File: config.mk
export PLATFORM = sky130hd
export DESIGN_NAME = irq_pending_arbiter
export DESIGN_NICKNAME = d
export VERILOG_FILES = /design/src/rtl/irq_pending_arbiter.sv
export SDC_FILE = /design/constraint.sdc
export NUM_CORES = 1
export LEC_CHECK = 0
export CAP_MARGIN = 40
export CORE_MARGIN = 4
export CORE_UTILIZATION = 38
export CTS_CLUSTER_SIZE = 40
export DETAILED_ROUTE_END_ITERATION = 8
export PLACE_DENSITY_LB_ADDON = 0.3
export SYNTH_ARGS = -nofsm -noshare
export SYNTH_HDL_FRONTEND = slang
export SYNTH_SLANG_ARGS = --single-unit
export TNS_END_PERCENT = 50
File: constraint.sdc
create_clock -name clk -period 2.8 [get_ports clk]
set_clock_uncertainty 0.1 [all_clocks]
set_input_delay 0.7 -clock clk [delete_from_list [all_inputs] [get_ports clk]]
set_output_delay 0.7 -clock clk [all_outputs]
set_load 0.005 [all_outputs]
File: src/rtl/irq_pending_arbiter.sv
// irq_pending_arbiter: captures request lines into a pending register and
// presents the highest-index unmasked pending request on a valid/ack handshake.
// EDGE_MODE=1 latches rising edges (with overrun tracking), EDGE_MODE=0 mirrors
// the registered request level.
module irq_pending_arbiter #(
  parameter bit EDGE_MODE = 1'b1,
  parameter int WIDTH     = 8
) (
  input  logic             clk,
  input  logic             rst,
  input  logic [WIDTH-1:0] req_in,
  input  logic [WIDTH-1:0] mask,
  input  logic             id_ack,
  input  logic             ovr_clr,
  output logic [2:0]       id_out,
  output logic             id_valid,
  output logic [WIDTH-1:0] pending,
  output logic [WIDTH-1:0] overrun
);

  localparam int IDX_W = 3;

  typedef enum logic {
    IDLE    = 1'b0,
    PRESENT = 1'b1
  } state_t;

  state_t             state_reg, state_next;
  logic [WIDTH-1:0]   req_q_reg;
  logic [WIDTH-1:0]   pending_reg, pending_next;
  logic [WIDTH-1:0]   overrun_reg, overrun_next;
  logic [WIDTH-1:0]   rise;
  logic [WIDTH-1:0]   ack_clr;
  logic [WIDTH-1:0]   eligible;
  logic [IDX_W-1:0]   id_reg, id_next;
  logic [IDX_W-1:0]   sel_idx;
  logic               sel_any;
  logic               ack_fire;

  // An ack only counts while a request is actually being presented.
  assign ack_fire = (state_reg == PRESENT) && id_ack;
  assign rise     = req_in & ~req_q_reg;
  assign eligible = pending_reg & ~mask;

  // Per-bit pending / overrun next state. A new edge beats a same-cycle ack
  // clear, and an edge on the bit being acked is not an overrun.
  generate
    for (genvar gi = 0; gi < WIDTH; gi++) begin : g_bit
      assign ack_clr[gi] = ack_fire && (id_reg == IDX_W'(gi));
      if (EDGE_MODE) begin : g_edge
        assign pending_next[gi] = rise[gi] | (pending_reg[gi] & ~ack_clr[gi]);
        assign overrun_next[gi] = (rise[gi] & pending_reg[gi] & ~ack_clr[gi])
                                | (overrun_reg[gi] & ~ovr_clr);
      end else begin : g_level
        assign pending_next[gi] = req_in[gi];
        assign overrun_next[gi] = 1'b0;
      end
    end
  endgenerate

  // MSB-priority selection: the highest eligible index wins.
  always_comb begin
    sel_idx = '0;
    sel_any = 1'b0;
    for (int i = 0; i < WIDTH; i++) begin
      if (eligible[i]) begin
        sel_idx = IDX_W'(i);
        sel_any = 1'b1;
      end
    end
  end

  // Handshake FSM: latch a selection in IDLE, freeze it in PRESENT until ack.
  always_comb begin
    state_next = state_reg;
    id_next    = id_reg;
    case (state_reg)
      IDLE: begin
        if (sel_any) begin
          id_next    = sel_idx;
          state_next = PRESENT;
        end
      end
      PRESENT: begin
        if (id_ack) begin
          state_next = IDLE;
        end
      end
      default: state_next = IDLE;
    endcase
  end

  // Input stage, pending and overrun registers.
  always_ff @(posedge clk or posedge rst) begin
    if (rst) begin
      req_q_reg   <= '0;
      pending_reg <= '0;
      overrun_reg <= '0;
    end else begin
      req_q_reg   <= req_in;
      pending_reg <= pending_next;
      overrun_reg <= overrun_next;
    end
  end

  // FSM state and presented index.
  always_ff @(posedge clk or posedge rst) begin
    if (rst) begin
      state_reg <= IDLE;
      id_reg    <= '0;
    end else begin
      state_reg <= state_next;
      id_reg    <= id_next;
    end
  end

  assign id_out   = id_reg;
  assign id_valid = (state_reg == PRESENT);
  assign pending  = pending_reg;
  assign overrun  = overrun_reg;

endmodule
==> flow_metrics.env <==
export IMPL_synth_seq_cells=28
export IMPL_yosys_top_cells_count="dfrtp_1, nand2b_1, inv_1, nand2_1"
export IMPL_portBuffers=39
export IMPL_maxCapViolCount=0
export IMPL_die_x_um=62.9
export IMPL_synth_compound_area_frac=0.152
export IMPL_critPathCaptureType="output pin"
export IMPL_yosysTopAreaCell="dfrtp_1"
export IMPL_wl_per_cell_um=14.2
export IMPL_crit_arrival_ns=1.36
export IMPL_status="complete, no violations"
export IMPL_rsz0062_at_grt="no"
export IMPL_clk_latency_ns=0.31
export IMPL_post_cts_buffers=0
export IMPL_path_class="flop to output pin"
export IMPL_power_internal_mw=0.820
export IMPL_synth_top_area_frac=0.613
export IMPL_yosysWarnings=0
export IMPL_start_util=0.408
export IMPL_period_needed_ns=2.16
export IMPL_coreArea_um2=2810
export IMPL_synthTopCellsByArea="dfrtp_1, nand2b_1, o22ai_1, o21ai_0, inv_1"
export IMPL_cts_hold_buf=0
export IMPL_async_reset_ff_frac=1.00
export IMPL_clock_path_buffers=2
export IMPL_relSlewSlack=0.764
export IMPL_grt_overflow=0
export IMPL_clk_pin_slew_ns=0.14
export IMPL_antenna_found_initial=0
export IMPL_synth_top_family_by_area="simple AND/OR/NAND/NOR gates"
export IMPL_syn_area_per_cell_um2=11.4
export IMPL_synthMuxAreaShare=0.0197
export IMPL_area_growth_pct=39.8
export IMPL_slew_viol_final=0
export IMPL_io_pins=40
export IMPL_track_usage=0.136
export IMPL_drt_pass1_iter_count=4
export IMPL_syn_inst=100
export IMPL_powerDensity_nw_per_um2=748
export IMPL_fillCellCount=274
export IMPL_final_area_um2=1600
export IMPL_critPathLaunchType="flop"
export IMPL_crit_family="buffers and inverters"
export IMPL_tritoncts="built"
export IMPL_cellLeakagePower_nw=0.662
export IMPL_synthXorXnorAreaFrac=0
export IMPL_synth_cell_types=21
export IMPL_hold_viol_final=0
export IMPL_cp_cell_sequence="clkdlybuf4s50_1"
export IMPL_dp_hpwl_mm=1.91
export IMPL_gp_congestion=0.736
export IMPL_synth_flop_cell="dfrtp_1"
export IMPL_fin_crit_sh=0.770
export IMPL_tightestPinTransition_ns=0.351
export IMPL_yosys_area_share_simple=0.176
export IMPL_placed_area_um2=1580
export IMPL_row_count=19
export IMPL_instances_no_fill=173
export IMPL_yosysSeqAreaShare=0.613
export IMPL_syn_area_um2=1140
export IMPL_yosysMostFrequentCell="dfrtp_1"
export IMPL_crit_fanout=7
export IMPL_final_util=0.570
export IMPL_synth_edf_count=0
export IMPL_setup_viol=0
export IMPL_hold_class="flop to flop"
export IMPL_drc_errors=0
export IMPL_p_sw_mw=0.377
export IMPL_swShare=0.315
export IMPL_cts_buffers=3
export IMPL_required_ns=2.00
export IMPL_worst_path_largest_cell_delay_ns=0.55
export IMPL_drt_total_wl_mm=2.45
export IMPL_seqPwrFrac=0.489
export IMPL_dp_cells=170
export IMPL_cts_resized=0
export IMPL_clkPwrFrac=0.132
export IMPL_grt_pass1_wl_mm=4.24
export IMPL_critPathBufInv=1
export IMPL_first_iter_violations=17
export IMPL_final_setup_tns_ns=0
export IMPL_ir_worst_vdd_mv=0.332
export IMPL_nets=164
export IMPL_cts_sinks=28
export IMPL_antennaDiodeCount=0
export IMPL_grt_pass1_vias=917
export IMPL_critPathSlowestCell="clkdlybuf4s50_1"
export IMPL_power_frac_comb=0.379
export IMPL_vias_per_cell=5.11
export IMPL_grt_max_degree=29
export IMPL_cts_htree_levels=1
export IMPL_clock_fmax_mhz=464
export IMPL_drtAntennaViolNets=0
export IMPL_dieArea_um2=3950
export IMPL_drive_gt1_frac=0.0634
export IMPL_root_buffer="clkbuf_4"
export IMPL_synth_adder_area_share=0
export IMPL_syn_num_nets=120
export IMPL_die_y_um=62.9
export IMPL_vias=884
## worst paths after layout
check / from / end / slack, ns / depth (start not counted)
max: id_out[1] / id_out[1] / 0.64 / 1
min: req_q_reg[3] / pending[3] / 0.42 / 2
max reg2reg: pending[4] / id_out[1] / 1.18 / 4
min reg2reg: req_q_reg[3] / pending[3] / 0.42 / 2
max in group asynchronous: rst / id_out[0] / 1.71 / 3
min in group asynchronous: rst / overrun[7] / 0.62 / 3
## layout make-up
type | instances | area, µm² | area share
Clock buffer | 3 | 22.5 | 0.0141
Multi-Input combinational cell | 60 | 398 | 0.249
Tap cell | 31 | 38.8 | 0.0243
Sequential cell | 28 | 701 | 0.438
Timing Repair Buffer | 40 | 398 | 0.249
Inverter | 11 | 41.3 | 0.0258
## power groups by stage
stage          clock network [mW]  logic [mW]  registers (mW)
2_1_floorplan                   0       0.198           0.584
3_3_place_gp                    0       0.451           0.588
3_5_place_dp                    0       0.458           0.593
4_1_cts                     0.167       0.461           0.585
5_1_grt                     0.188       0.502           0.600
6_report                    0.158       0.453           0.585
## cell usage in the layout, fill, tap and decap left out
cell,synthesis,layout
a21oi_1,2,2
o22ai_1,8,8
clkinv_1,1,1
o31ai_1,4,4
nor4_2,1,1
clkbuf_4,0,3
nand3_1,1,1
buf_4,0,1
clkdlybuf4s50_1,0,39
nand3b_1,1,1
a21oi_2,1,1
inv_1,10,10
dfrtp_1,28,28
nor2_1,2,2
nand2b_1,11,11
mux2_1,2,2
nor2b_4,2,2
a2111oi_4,1,1
o21ai_0,8,8
a21o_1,1,1
or2b_1,1,1
nor2b_1,5,5
nand2_1,9,9
## worst min-delay path: cells and delay by family (launching register included)
family	cells	cell delay [ns]
DFF	1	0.34
and+or+nand+nor	2	0.16
## layer usage
| layer | wire length, µm | global-route usage |
|---|---|---|
| met4 | 19 | 0.0579 |
| met1 | 1060 | 0.161 |
| met3 | 147 | 0.0432 |
| met5 | 0 | 0 |
| met2 | 1230 | 0.225 |
## logic make-up after synthesis
family          Yosys count
simple gates             33
buf+inv                  12
mux                       2
flops                    28
compound gates           25
## through the flow
stage          power (mW)  worst slack (ns)  hold slack (ns)
2_1_floorplan       0.782              1.02            0.388
3_3_place_gp         1.04             0.511            0.396
3_5_place_dp         1.05             0.448            0.405
4_1_cts              1.21             0.633            0.424
5_1_grt              1.29             0.547            0.442
6_report             1.20             0.643            0.422
(Power assumes the default switching activity.)
